### src/rtl/ps2_scan_event_fifo.sv
// PS/2 keyboard receiver: frame deserialiser, E0/F0 prefix decoder, optional
// typematic-repeat filter and a show-ahead event FIFO with valid/ready read side.
module ps2_scan_event_fifo #(
    parameter int DEPTH         = 8,
    parameter int CNT_W         = 8,
    parameter int TIMEOUT_CYC   = 50000,
    parameter int FILTER_REPEAT = 1
) (
    input  logic                       clk,
    input  logic                       rst,
    input  logic                       ps2_clk,
    input  logic                       ps2_data,
    input  logic                       evt_ready,
    input  logic                       clr_ovf,
    output logic                       evt_valid,
    output logic [9:0]                 evt_data,
    output logic [$clog2(DEPTH):0]     evt_level,
    output logic                       ovf,
    output logic                       frame_err,
    output logic [CNT_W-1:0]           press_cnt
);
    localparam int AW = $clog2(DEPTH);
    localparam int TW = $clog2(TIMEOUT_CYC + 1);

    typedef enum logic [1:0] {S_IDLE, S_E0, S_F0, S_E0F0} dec_state_t;

    logic [2:0]    sync_clk, sync_data;
    logic          fall;
    logic [9:0]    shift;
    logic [10:0]   frame;
    logic          frame_ok;
    logic [3:0]    bit_cnt;
    logic [TW-1:0] idle_cnt;
    logic          rx_valid;
    logic [7:0]    rx_byte;

    assign fall     = (sync_clk[2:1] == 2'b10);
    assign frame    = {sync_data[2], shift};
    assign frame_ok = !frame[0] && frame[10] && (^frame[9:1]);

    // Sync flops reset high so the idle-high line does not look like a falling edge.
    always_ff @(posedge clk or posedge rst) begin
        if (rst) begin
            sync_clk  <= '1;
            sync_data <= '1;
        end else begin
            sync_clk  <= {sync_clk[1:0], ps2_clk};
            sync_data <= {sync_data[1:0], ps2_data};
        end
    end

    always_ff @(posedge clk or posedge rst) begin
        if (rst) begin
            shift     <= '0;
            bit_cnt   <= '0;
            idle_cnt  <= '0;
            rx_valid  <= 1'b0;
            rx_byte   <= '0;
            frame_err <= 1'b0;
        end else begin
            rx_valid  <= 1'b0;
            frame_err <= 1'b0;
            if (fall) begin
                idle_cnt <= '0;
                shift    <= {sync_data[2], shift[9:1]};
                if (bit_cnt == 4'd10) begin
                    bit_cnt <= '0;
                    if (frame_ok) begin
                        rx_valid <= 1'b1;
                        rx_byte  <= frame[8:1];
                    end else begin
                        frame_err <= 1'b1;
                    end
                end else begin
                    bit_cnt <= bit_cnt + 1'b1;
                end
            end else if (bit_cnt != '0) begin
                if (idle_cnt == TW'(TIMEOUT_CYC - 1)) begin
                    bit_cnt   <= '0;
                    idle_cnt  <= '0;
                    frame_err <= 1'b1;
                end else begin
                    idle_cnt <= idle_cnt + 1'b1;
                end
            end
        end
    end

    dec_state_t state, state_nxt;
    logic       ev_valid, ev_ext, ev_brk;

    always_ff @(posedge clk or posedge rst) begin
        if (rst) state <= S_IDLE;
        else     state <= state_nxt;
    end

    // A repeated F0 keeps whichever extended/non-extended break state is pending.
    always_comb begin
        state_nxt = state;
        ev_valid  = 1'b0;
        ev_ext    = 1'b0;
        ev_brk    = 1'b0;
        if (rx_valid) begin
            if (rx_byte == 8'hE0) begin
                state_nxt = S_E0;
            end else if (rx_byte == 8'hF0) begin
                state_nxt = (state == S_E0 || state == S_E0F0) ? S_E0F0 : S_F0;
            end else begin
                ev_valid  = 1'b1;
                ev_ext    = (state == S_E0 || state == S_E0F0);
                ev_brk    = (state == S_F0 || state == S_E0F0);
                state_nxt = S_IDLE;
            end
        end
    end

    logic       held_v, held_ext;
    logic [7:0] held_code;
    logic       held_match, ev_accept;

    assign held_match = held_v && (held_ext == ev_ext) && (held_code == rx_byte);
    assign ev_accept  = ev_valid && !((FILTER_REPEAT != 0) && !ev_brk && held_match);

    always_ff @(posedge clk or posedge rst) begin
        if (rst) begin
            held_v    <= 1'b0;
            held_ext  <= 1'b0;
            held_code <= '0;
        end else if ((FILTER_REPEAT != 0) && ev_valid) begin
            if (!ev_brk && !held_match) begin
                held_v    <= 1'b1;
                held_ext  <= ev_ext;
                held_code <= rx_byte;
            end else if (ev_brk && held_match) begin
                held_v <= 1'b0;
            end
        end
    end

    logic [9:0]    mem [DEPTH];
    logic [AW-1:0] wr_ptr, rd_ptr;
    logic          full, pop, push, drop;

    assign evt_valid = (evt_level != '0);
    assign evt_data  = evt_valid ? mem[rd_ptr] : '0;
    assign full      = (evt_level == (AW+1)'(DEPTH));
    assign pop       = evt_valid && evt_ready;
    assign push      = ev_accept && (!full || pop);
    assign drop      = ev_accept && full && !pop;

    always_ff @(posedge clk) begin
        if (push) mem[wr_ptr] <= {ev_ext, ev_brk, rx_byte};
    end

    always_ff @(posedge clk or posedge rst) begin
        if (rst) begin
            wr_ptr    <= '0;
            rd_ptr    <= '0;
            evt_level <= '0;
            ovf       <= 1'b0;
            press_cnt <= '0;
        end else begin
            if (push) wr_ptr <= wr_ptr + 1'b1;
            if (pop)  rd_ptr <= rd_ptr + 1'b1;
            if (push && !pop)      evt_level <= evt_level + 1'b1;
            else if (pop && !push) evt_level <= evt_level - 1'b1;
            if (drop)         ovf <= 1'b1;
            else if (clr_ovf) ovf <= 1'b0;
            if (push && !ev_brk) press_cnt <= press_cnt + 1'b1;
        end
    end
endmodule
### config.mk
export PLATFORM = sky130hd
export DESIGN_NAME = ps2_scan_event_fifo
export DESIGN_NICKNAME = d
export VERILOG_FILES = /design/src/rtl/ps2_scan_event_fifo.sv
export SDC_FILE = /design/constraint.sdc
export NUM_CORES = 1
export LEC_CHECK = 0
export ABC_AREA = 0
export BUFFER_PORTS_ARGS = -buffer_cell sky130_fd_sc_hd__buf_2
export CORE_ASPECT_RATIO = 0.9
export CORE_MARGIN = 5
export CORE_UTILIZATION = 40
export DETAILED_ROUTE_END_ITERATION = 6
export PLACE_DENSITY = 0.55
export SETUP_SLACK_MARGIN = 0.15
export SLEW_MARGIN = 5
export SYNTH_ARGS = -nofsm -noshare
export SYNTH_HDL_FRONTEND = slang
export SYNTH_SLANG_ARGS = --single-unit
### constraint.sdc
create_clock -name clk -period 5.6 [get_ports clk]
set_clock_uncertainty 0.15 [all_clocks]
set_input_delay 0.28 -clock clk [delete_from_list [all_inputs] [get_ports clk]]
set_output_delay 0.28 -clock clk [all_outputs]
set_load 0.03 [all_outputs]
## Word level (Yosys, flattened, before mapping)

Memories as Yosys holds them, arrays and structs flattened.
Cells that the tools add are included.

| storage, ports and cells | value |
|---|---|
| flip-flop bits (word level) | 77 |
| memory bits (writable) | 80 |
| output and inout bits | 25 |
| word-level logic and storage cells | 109 |
| memories kept | 1 |

| cells by class | value |
|---|---|
| add/subtract/negate cells | 7 |
| equal/unequal tests | 11 |
| mux-type cells | 36 |
| reduce and logical (&&, ||, !) cells | 37 |

Memory list:

| memory | depth | width | rd ports | clocked after memory_dff | write ports | RTL line | RTL |
|---|---|---|---|---|---|---|---|
| mem | 8 | 10 | 1 | 0 | 1 | 140 | `logic [9:0] mem [DEPTH];` |

Operator list:

| cell | count |
|---|---|
| two-way mux 16 bit | 3 |
| two-way mux 1 bit | 24 |
| two-way mux 4 bit | 6 |
| adder 16 x 1 -> 16 bit (second input constant) | 1 |
| == test 16 bit (second input constant) | 1 |
| == test 8 bit (second input constant) | 2 |
| logical AND 1 bit | 15 |
| two-way mux 10 bit | 1 |
| nonzero test 2 bit | 5 |
| parity 9 bit | 1 |
| adder 4 x 1 -> 4 bit (second input constant) | 2 |
| adder 8 x 1 -> 8 bit (second input constant) | 1 |
| == test 4 bit (second input constant) | 2 |
| == test 8 bit | 1 |
| nonzero test 4 bit | 2 |
| logical NOT 1 bit | 7 |
| adder 3 x 1 -> 3 bit (second input constant) | 2 |
| == test 2 bit (second input constant) | 3 |
| AND reduction 2 bit | 3 |
| two-way mux 2 bit | 2 |
| subtractor 4 x 1 -> 4 bit (second input constant) | 1 |
| logical OR 1 bit | 3 |
| AND reduction 3 bit | 1 |
| == test 2 x 1 -> 1 bit (second input constant) | 1 |
| == test 1 bit | 1 |

## Longest topological paths before layout

Gate-level depths: netlist of the first run.

| depth | value |
|---|---|
| depth in word-level cells | 16 |
| gate-level depth with buffers | 17 |
| mapped depth without buffers | 16 |

## Least setup slack after synthesis of the first run

Ideal clock, no wire load.

| timing path | value |
|---|---|
| path kind | register -> register |
| from | register rx_byte[3] |
| to | memory mem[4][0], enable pin |
| library setup time | 408 ps |
| data arrival time | 3525 ps |
| data required time | 5042 ps |
| path slack | 1517 ps |
| stages on the path, launching flop included | 10 |
| buffers on the path | 1 |
| period minus slack after synthesis | 4083 ps |
| path through | dfrtp_1 nand4b_1 o41a_1 and2_1 xnor2_1 and4_1 ha_1 or3_1 buf_2 nor4b_1 |

| on the way | value |
|---|---|
| word-level cells in the longest chain between the ends | 13 |
| elaborated cells between the ends (all ways) | 22 |
| those cells by class | eq/ne (4); mux (11); reduce/logical (7) |

RTL lines:

| element | RTL line | RTL |
|---|---|---|
| start: declaration | 35 | `logic [7:0] rx_byte;` |
| start signal: assignment | 70 | `rx_byte <= frame[8:1];` |
| == test 8 bit | 106 | `end else if (rx_byte == 8'hF0) begin` |
| two-way mux 1 bit | 106 |  |
| two-way mux 1 bit (*) | 104 | `if (rx_byte == 8'hE0) begin` |
| two-way mux 1 bit (*) | 103 | `if (rx_valid) begin` |
| net ev_ext | 90 | `logic ev_valid, ev_ext, ev_brk;` |
| == test 1 bit (*) | 121 | `assign held_match = held_v && (held_ext == ev_ext) && (held_code == rx_byte);` |
| logical AND 1 bit (*) (2 in series) | 121 |  |
| logical AND 1 bit (*) | 122 | `assign ev_accept = ev_valid && !((FILTER_REPEAT != 0) && !ev_brk && held_match);` |
| logical NOT 1 bit (*) | 122 |  |
| logical AND 1 bit (*) | 122 |  |
| logical AND 1 bit (*) | 148 | `assign push = ev_accept && (!full \|\| pop);` |
| two-way mux 1 bit (*) | 152 | `if (push) mem[wr_ptr] <= {ev_ext, ev_brk, rx_byte};` |
| two-way mux 1 bit (not written as such) (*) | 152 |  |
| end: declaration | 140 |  |

Mark *: on every way through the listed nets, which the timed path passes. The rest lies on a longest branch.

## Worst setup path after layout of the first run

| timing path | value |
|---|---|
| from | register rx_byte[6] |
| to | register evt_level[3] |

| on the way | value |
|---|---|
| word-level cells in the longest chain between the ends | 14 |
| elaborated cells between the ends (all ways) | 25 |
| those cells by class | eq/ne (4); mux (10); reduce/logical (11) |

RTL lines:

| element | RTL line | RTL |
|---|---|---|
| == test 8 bit | 106 |  |
| two-way mux 1 bit | 106 |  |
| two-way mux 1 bit (*) | 104 |  |
| two-way mux 1 bit (*) | 103 |  |
| net ev_ext | 90 |  |
| == test 1 bit (*) | 121 |  |
| logical AND 1 bit (*) (2 in series) | 121 |  |
| logical AND 1 bit (*) | 122 |  |
| logical NOT 1 bit (*) | 122 |  |
| logical AND 1 bit (*) | 122 |  |
| logical AND 1 bit (*) | 148 |  |
| net push | 142 | `logic full, pop, push, drop;` |
| logical NOT 1 bit | 166 | `else if (pop && !push) evt_level <= evt_level - 1'b1;` |
| logical AND 1 bit | 166 |  |
| nonzero test 2 bit (no source line) | -- |  |
| end signal: assignment | 165 | `if (push && !pop) evt_level <= evt_level + 1'b1;` |
| end signal: assignment | 166 |  |
| end: declaration | 17 | `output logic [$clog2(DEPTH):0] evt_level,` |

Marks and branches as above.
A chain may end at the register's enable or synchronous reset.

==> results of run 1 <==
kinds of logic after synthesis:
logic type,Yosys count,share of synthesized area [%]
flops,157,64.57
simple gates,155,11.77
mux,50,11.55
xor+xnor,39,5.291
compound gates,32,2.645
buf+inv,28,1.639
fa+ha+maj,13,2.533
power groups by stage:
stage / combinational, mW / sequential [mW] / clock [mW]
after global placement: 0.826 / 1.46 / 0
after floorplan: 0.656 / 1.42 / 0
after detailed placement: 0.844 / 1.46 / 0
after global routing: 0.913 / 1.46 / 1.23
final: 0.828 / 1.44 / 1.14
after CTS: 0.849 / 1.44 / 1.18
sequential cells by signal, indices dropped and copies added (netlist names):
register   flops
state          2
rx_byte        8
bit_cnt        4
held_code      8
rx_valid       1
idle_cnt      16
wr_ptr         3
frame_err      1
held_v         1
sync_data      3
mem           80
held_ext       1
ovf            1
evt_level      4
sync_clk       3
press_cnt      8
rd_ptr         3
shift         10
metal layers:
layer	up-vias	part of all wire (%)	global-route usage, %
met5	-	0	0
met1	1851	45	17.40
met2	55	49	22.40
met3	19	3.4	2.637
li1	1845	-	-
met4	0	2.2	7.053
final cells by class:
class	instances	area [um^2]	area share (%)
sequential	157	4337	55.39
multi-input combinational	289	2295	29.31
clock buffer	21	460.4	5.880
timing repair buffer	47	290.3	3.707
tap	211	264.0	3.372
clock inverter	11	131.4	1.678
inverter	14	52.55	0.6711
worst max-delay path by stage:
stage                    start      endpoint  cells after the start  slack (ns)
floorplan           rx_byte[3]     mem[4][0]                      9        1.52
global placement    rx_byte[7]  evt_level[3]                     16        1.30
detailed placement  rx_byte[6]  evt_level[3]                     16        1.07
CTS                 rx_byte[6]  evt_level[3]                     16        1.06
global route        rx_byte[6]  evt_level[3]                     16        0.85
finish              rx_byte[6]  evt_level[3]                     16        1.11
cells in the final DEF (no fill, tap or decap), drive strengths merged, types with 2 or more instances in the layout:
| cell type | n |
|---|---|
| and2 | 3 |
| a21oi | 10 |
| nand2 | 57 |
| a31oi | 2 |
| nand3b | 3 |
| nand4b | 2 |
| nand2b | 2 |
| or4 | 5 |
| nor3b | 3 |
| buf | 42 |
| and3 | 3 |
| mux2i | 10 |
| nor4b | 3 |
| xor2 | 14 |
| o21ai | 16 |
| nor3 | 9 |
| mux2 | 20 |
| or3 | 3 |
| ha | 12 |
| mux4 | 20 |
| clkinv | 2 |
| nand3 | 13 |
| and4 | 2 |
| dfrtp | 71 |
| clkinvlp | 3 |
| a21o | 2 |
| inv | 18 |
| dlygate4sd3 | 5 |
| dfstp | 6 |
| edfxtp | 80 |
| nor4 | 6 |
| xnor2 | 24 |
| nand4 | 9 |
| bufinv | 2 |
| nor2 | 29 |
| clkbuf | 21 |
per-stage QoR:
stage | util (%) | instance area [um^2] | setup slack, ns
floorplan | - | 6716 | 1.517
global placement | 43.13 | 7188 | 1.299
detailed placement | 43.13 | 7188 | 1.069
CTS | 46.98 | 7830 | 1.058
global route | 46.98 | 7830 | 0.8495
finish | 46.98 | 7830 | 1.108
tightest hold or removal path: stages:
cell,delay [ns]
dlygate4sd3_1,0.53
buf_2,0.13
inv_2,0.23
what timing repair did:
item	in CTS	in global routing
hold endpoints to repair	16	0
hold buffers	5	0
setup buffers	0	0
==> flow_summary.yaml, run 1 <==
outcome:
  status: "complete, no violations"
power_and_ir_drop:
  switching_share_pct: 31.25
  p_clk_share_pct: 33.5
  fin_total_pwr_mw: 3.412
  power.density_nw_per_um2: 435.7
  p_comb_share_pct: 24.3
  netSwitchingPower_mw: 1.066
  power.internal_mw: 2.346
  p_seq_share_pct: 42.2
  vdd_drop_max_uv: 249.4
  p_leak_nw: 3.208
floorplanning:
  dieWidth_um: 146.6
  die_y_um: 132.9
  ioPinCount: 31
  num_rows: 45
  dieArea_um2: 19490
  start_util_pct: 40.30
  core_area_um2: 16670
critical_path:
  reg2reg_depth: 16
  rr_endpoint: "evt_level[3]"
  worst-path-buf-inv: 2
  crit_required_ns: 5.76
  crit_type: "reg2reg"
  critPathMaxFanout: 12
  max_stage_delay_ns: 0.59
  critPathLaunchType: "flip-flop"
  r2r-start: "rx_byte[6]"
  critPathMostFrequentCell: "ha_1"
  path_cells: "nand4b_1 > o41a_1 > and2_1 > xnor2_1 > and4_1 > ha_1 > or3_1 > inv_2 > ha_1 > inv_1 > ha_1 > a21o_1 > a21oi_1 > xnor2_1 > nor2_1 > xor2_1"
  worstPathArrival_ns: 4.65
  cp_top_family: "simple AND/OR/NAND/NOR gates"
  crit_path_top_delay_cell: "dfrtp_1"
  end_kind: "flip-flop"
  r2r_slack_ns: 1.11
drt:
  vias: 3770
  wl_per_cell_um: 16.53
  totalWireLength_um: 12400
  vias_per_cell: 5.027
  initialDrtViolationCount: 162
  drc: 0
  ant_nets: 0
  drt_first_pass_iters: 5
global_route:
  antenna_found_initial: 0
  grt_pass1_wl_um: 20710
  grt_overflow: 0
  grt_usage_pct: 13.70
  grt_pass1_vias: 3882
  grt_max_degree: 66
finish:
  finalNetCount: 545
  drive_gt1_share_pct: 23.93
  diodes: 0
  fill_cells: 1485
  final_cells: 750
  synthToLayoutAreaGrowth_pct: 16.58
cts:
  cts_buffer_depth: 2
  cts-buffers-inserted: 17
  cts_num_sinks: 157
  worstSkewPairLatency_ns: 0.42
  h-tree-depth: 4
  cts_tree: "yes"
  cts_resized: 0
  cts_root_buf: "clkbuf_16"
  cts.clk_slew.worst_paths_ns: 0.06
timing:
  max_slew_margin_pct: 31.05
  worst_pin_slew_ns: 1.034
  hold_violations: 0
  setup_tns_ns: 0
  finalCritPeriodShare_pct: 80.21
  period_needed_ns: 4.492
  hold_slack_ns: 0.2037
  drv_slew: 0
  setup_viol: 0
  rsz0062_at_grt: "no"
  timing.fmax_ghz: 0.2226
yosys:
  yosysMostFrequentCell: "edfxtp_1"
  synth_commonest_cells: "edfxtp_1, dfrtp_1, nand2_1"
  synth_seq_cells: 157
  synth.area.top_cells: "edfxtp_1, dfrtp_1, mux4_2, mux2_2, nand2_1"
  yosysTopAreaCellShare_pct: 35.77
  synth_top_area_cell: "edfxtp_1"
  yosysUniqueCellTypes: 45
  syn_area_per_cell_um2: 14.17
  synth_area_um2: 6716
  synth_ff_type: "edfxtp_1"
  syn_nets: 493
  synth-edff-count: 80
  ys_seq_area_share_pct: 64.57
  synthArstFlopShare_pct: 49.04
  synth_cells: 474
  ys_warn_count: 0
placed_design:
  gp_congestion: 0.7754
  hpwlAfterDp_um: 7914
  io_buffers: 30
  dp_cells: 713
run:
  max_cap_viol_count: 0
min_path:
  hold_path.class: "in2async"
No activity file was read; power rests on OpenSTA's default activity.
==> inputs of run 2 (changes only) <==
--- a/config.mk
+++ b/config.mk
@@ -11,7 +11,7 @@
 export CORE_MARGIN = 5
 export CORE_UTILIZATION = 40
 export DETAILED_ROUTE_END_ITERATION = 6
-export PLACE_DENSITY = 0.55
+export PLACE_DENSITY = 0.57
 export SETUP_SLACK_MARGIN = 0.15
 export SLEW_MARGIN = 5
 export SYNTH_ARGS = -nofsm -noshare
==> constraint.sdc (replaced) <==
create_clock -name clk -period 3.9 [get_ports clk]
set_clock_uncertainty 0.15 [all_clocks]
set_input_delay 0.195 -clock clk [delete_from_list [all_inputs] [get_ports clk]]
set_output_delay 0.195 -clock clk [all_outputs]
set_load 0.03 [all_outputs]
==> run 2 against run 1 <==
Compared with the run above:
- combinational power up 46%
- sequential power rose by 43%
- power rose by 44%
- sequential cell count is the same
- global-route usage shrank 0.37 points
- critical endpoint unchanged
- hold slack gained 0.0012 ns
- clock-buffer cell count unchanged
- highest routed layer unchanged
- largest cell class unchanged
- largest power group unchanged
- die area unchanged
==> flow_summary.yaml, run 2 (synthesis results as in run 1) <==
floorplanning:
  dieWidth_um: 146.6
  core_area_um2: 16670
  die_y_um: 132.9
  start_util_pct: 40.30
  dieArea_um2: 19490
  num_rows: 45
  ioPinCount: 31
power_and_ir_drop:
  netSwitchingPower_mw: 1.533
  vdd_drop_max_uv: 306.9
  p_clk_share_pct: 33.5
  fin_total_pwr_mw: 4.916
  power.density_nw_per_um2: 616.3
  p_leak_nw: 3.290
  p_comb_share_pct: 24.7
  switching_share_pct: 31.18
  p_seq_share_pct: 41.8
  power.internal_mw: 3.383
finish:
  layout_common_cells: "edfxtp_1, dfrtp_1, nand2_1"
  max_flop_register: "mem"
  fin_area_um2: 7976
  largest_register_ffs: 80
  diodes: 0
  drive_gt1_share_pct: 27.17
  final_cells: 763
  final_common_cell: "edfxtp_1"
  reg.largest.list: "mem x80, idle_cnt x16, shift x10"
  synthToLayoutAreaGrowth_pct: 18.76
  finalNetCount: 558
min_path:
  whs_path_depth: 0
  min-delay-start: "sync_data[0]"
  min_to: "sync_data[1]"
  hold_path.class: "reg2reg"
critical_path:
  path_cells: "nand4b_1 > o41a_1 > and2_4 > xnor2_1 > and4_1 > ha_1 > or3_4 > inv_6 > ha_4 > inv_2 > ha_1 > a21o_1 > a21oi_2 > xnor2_1 > nor2_1 > xor2_1"
  crit_path_top_delay_cell: "o41a_1"
  end_kind: "flip-flop"
  critPathMaxFanout: 5
  worstPathArrival_ns: 3.72
  reg2reg_depth: 16
  worst-path-buf-inv: 2
  r2r-start: "rx_byte[3]"
  max_stage_delay_ns: 0.42
  r2r_slack_ns: 0.33
  cp_top_family: "simple AND/OR/NAND/NOR gates"
  rr_endpoint: "evt_level[3]"
  critPathLaunchType: "flip-flop"
  crit_type: "reg2reg"
  crit_required_ns: 4.06
timing:
  hold_violations: 0
  drv_slew: 0
  setup_viol: 0
  rsz0062_at_grt: "no"
  worst_pin_slew_ns: 0.9781
  setup_tns_ns: 0
  finalCritPeriodShare_pct: 91.43
  timing.fmax_ghz: 0.2804
  period_needed_ns: 3.566
  max_slew_margin_pct: 34.72
drt:
  initialDrtViolationCount: 177
  vias_per_cell: 5.058
  vias: 3859
  drc: 0
  totalWireLength_um: 12050
  drt_first_pass_iters: 4
  wl_per_cell_um: 15.79
  ant_nets: 0
global_route:
  grt_pass1_vias: 3956
  grt_usage_pct: 13.32
  grt_overflow: 0
  antenna_found_initial: 0
  grt_pass1_wl_um: 20510
  grt_max_degree: 58
cts:
  cts_tree: "yes"
  cts_num_sinks: 157
  cts_buffer_depth: 2
  h-tree-depth: 4
  cts.clk_slew.worst_paths_ns: 0.06
  worstSkewPairLatency_ns: 0.42
  cts-buffers-inserted: 17
  cts_root_buf: "clkbuf_16"
placed_design:
  dpl_cell_area_um2: 7284
  io_buffers: 30
  gp_congestion: 0.7958
  dp_cells: 722
  hpwlAfterDp_um: 8013
outcome:
  status: "complete, no violations"
run:
  max_cap_viol_count: 0
run 2: changes by cell type in the layout (fill, tap and decap cells not counted), moves of 2 or more:
cell        previous run  this run
nor3b_2                0         2
buf_4                 12        25
clkinv_2               1         3
nor3b_1                3         1
clkinvlp_4             3         1
clkbuf_8               2         0
run 2: power by group through the flow:
stage | logic [mW] | registers [mW] | clock network (mW)
4_1_cts | 1.24 | 2.06 | 1.70
3_5_place_dp | 1.23 | 2.10 | 0
5_1_grt | 1.34 | 2.08 | 1.77
6_report | 1.21 | 2.06 | 1.65
3_3_place_gp | 1.21 | 2.08 | 0
2_1_floorplan | 0.950 | 2.05 | 0
run 2: how the worst max path moves through the flow:
stage,slack (ns),cells after the start,startpoint,end
global route,0.17,16,rx_byte[3],evt_level[3]
floorplan,0.13,17,rx_byte[3],evt_level[3]
detailed placement,0.13,16,rx_byte[3],evt_level[3]
finish,0.33,16,rx_byte[3],evt_level[3]
CTS,0.17,16,rx_byte[3],evt_level[3]
global placement,0.20,16,rx_byte[3],evt_level[3]
run 2: cell type report:
type	instances	area, um^2
clock inverter	11	132.6
multi-input combinational	289	2333
fill	1445	8690
inverter	14	58.81
sequential	157	4338
tap	211	264.0
timing repair buffer	60	387.9
clock buffer	21	461.7
run 2: per-stage QoR:
stage	setup slack, ns	hold slack, ns	utilization [%]
detailed placement	0.1253	0.1512	43.71
floorplan	0.1289	0.04948	-
finish	0.3343	0.2049	47.86
global route	0.1657	0.2069	47.86
CTS	0.1668	0.2057	47.58
global placement	0.2020	0.1513	43.71
run 2: timing repair:
item / 4_1_cts / 5_1_grt
hold buffers: 5 / 0
endpoints found under the setup margin: 1 / 1
resized for setup: 0 / 4
pin swaps: 1 / 7
gates cloned: 0 / 0
endpoints found under the hold margin: 61 / 0
setup buffers: 0 / 4
run 2: routing by layer:
layer	track usage [%]	up-vias	routed length [um]
met5	0	-	0
met4	5.016	0	206
met3	3.630	15	325
met2	20.89	39	5795
met1	17.81	1941	5722
li1	-	1864	-
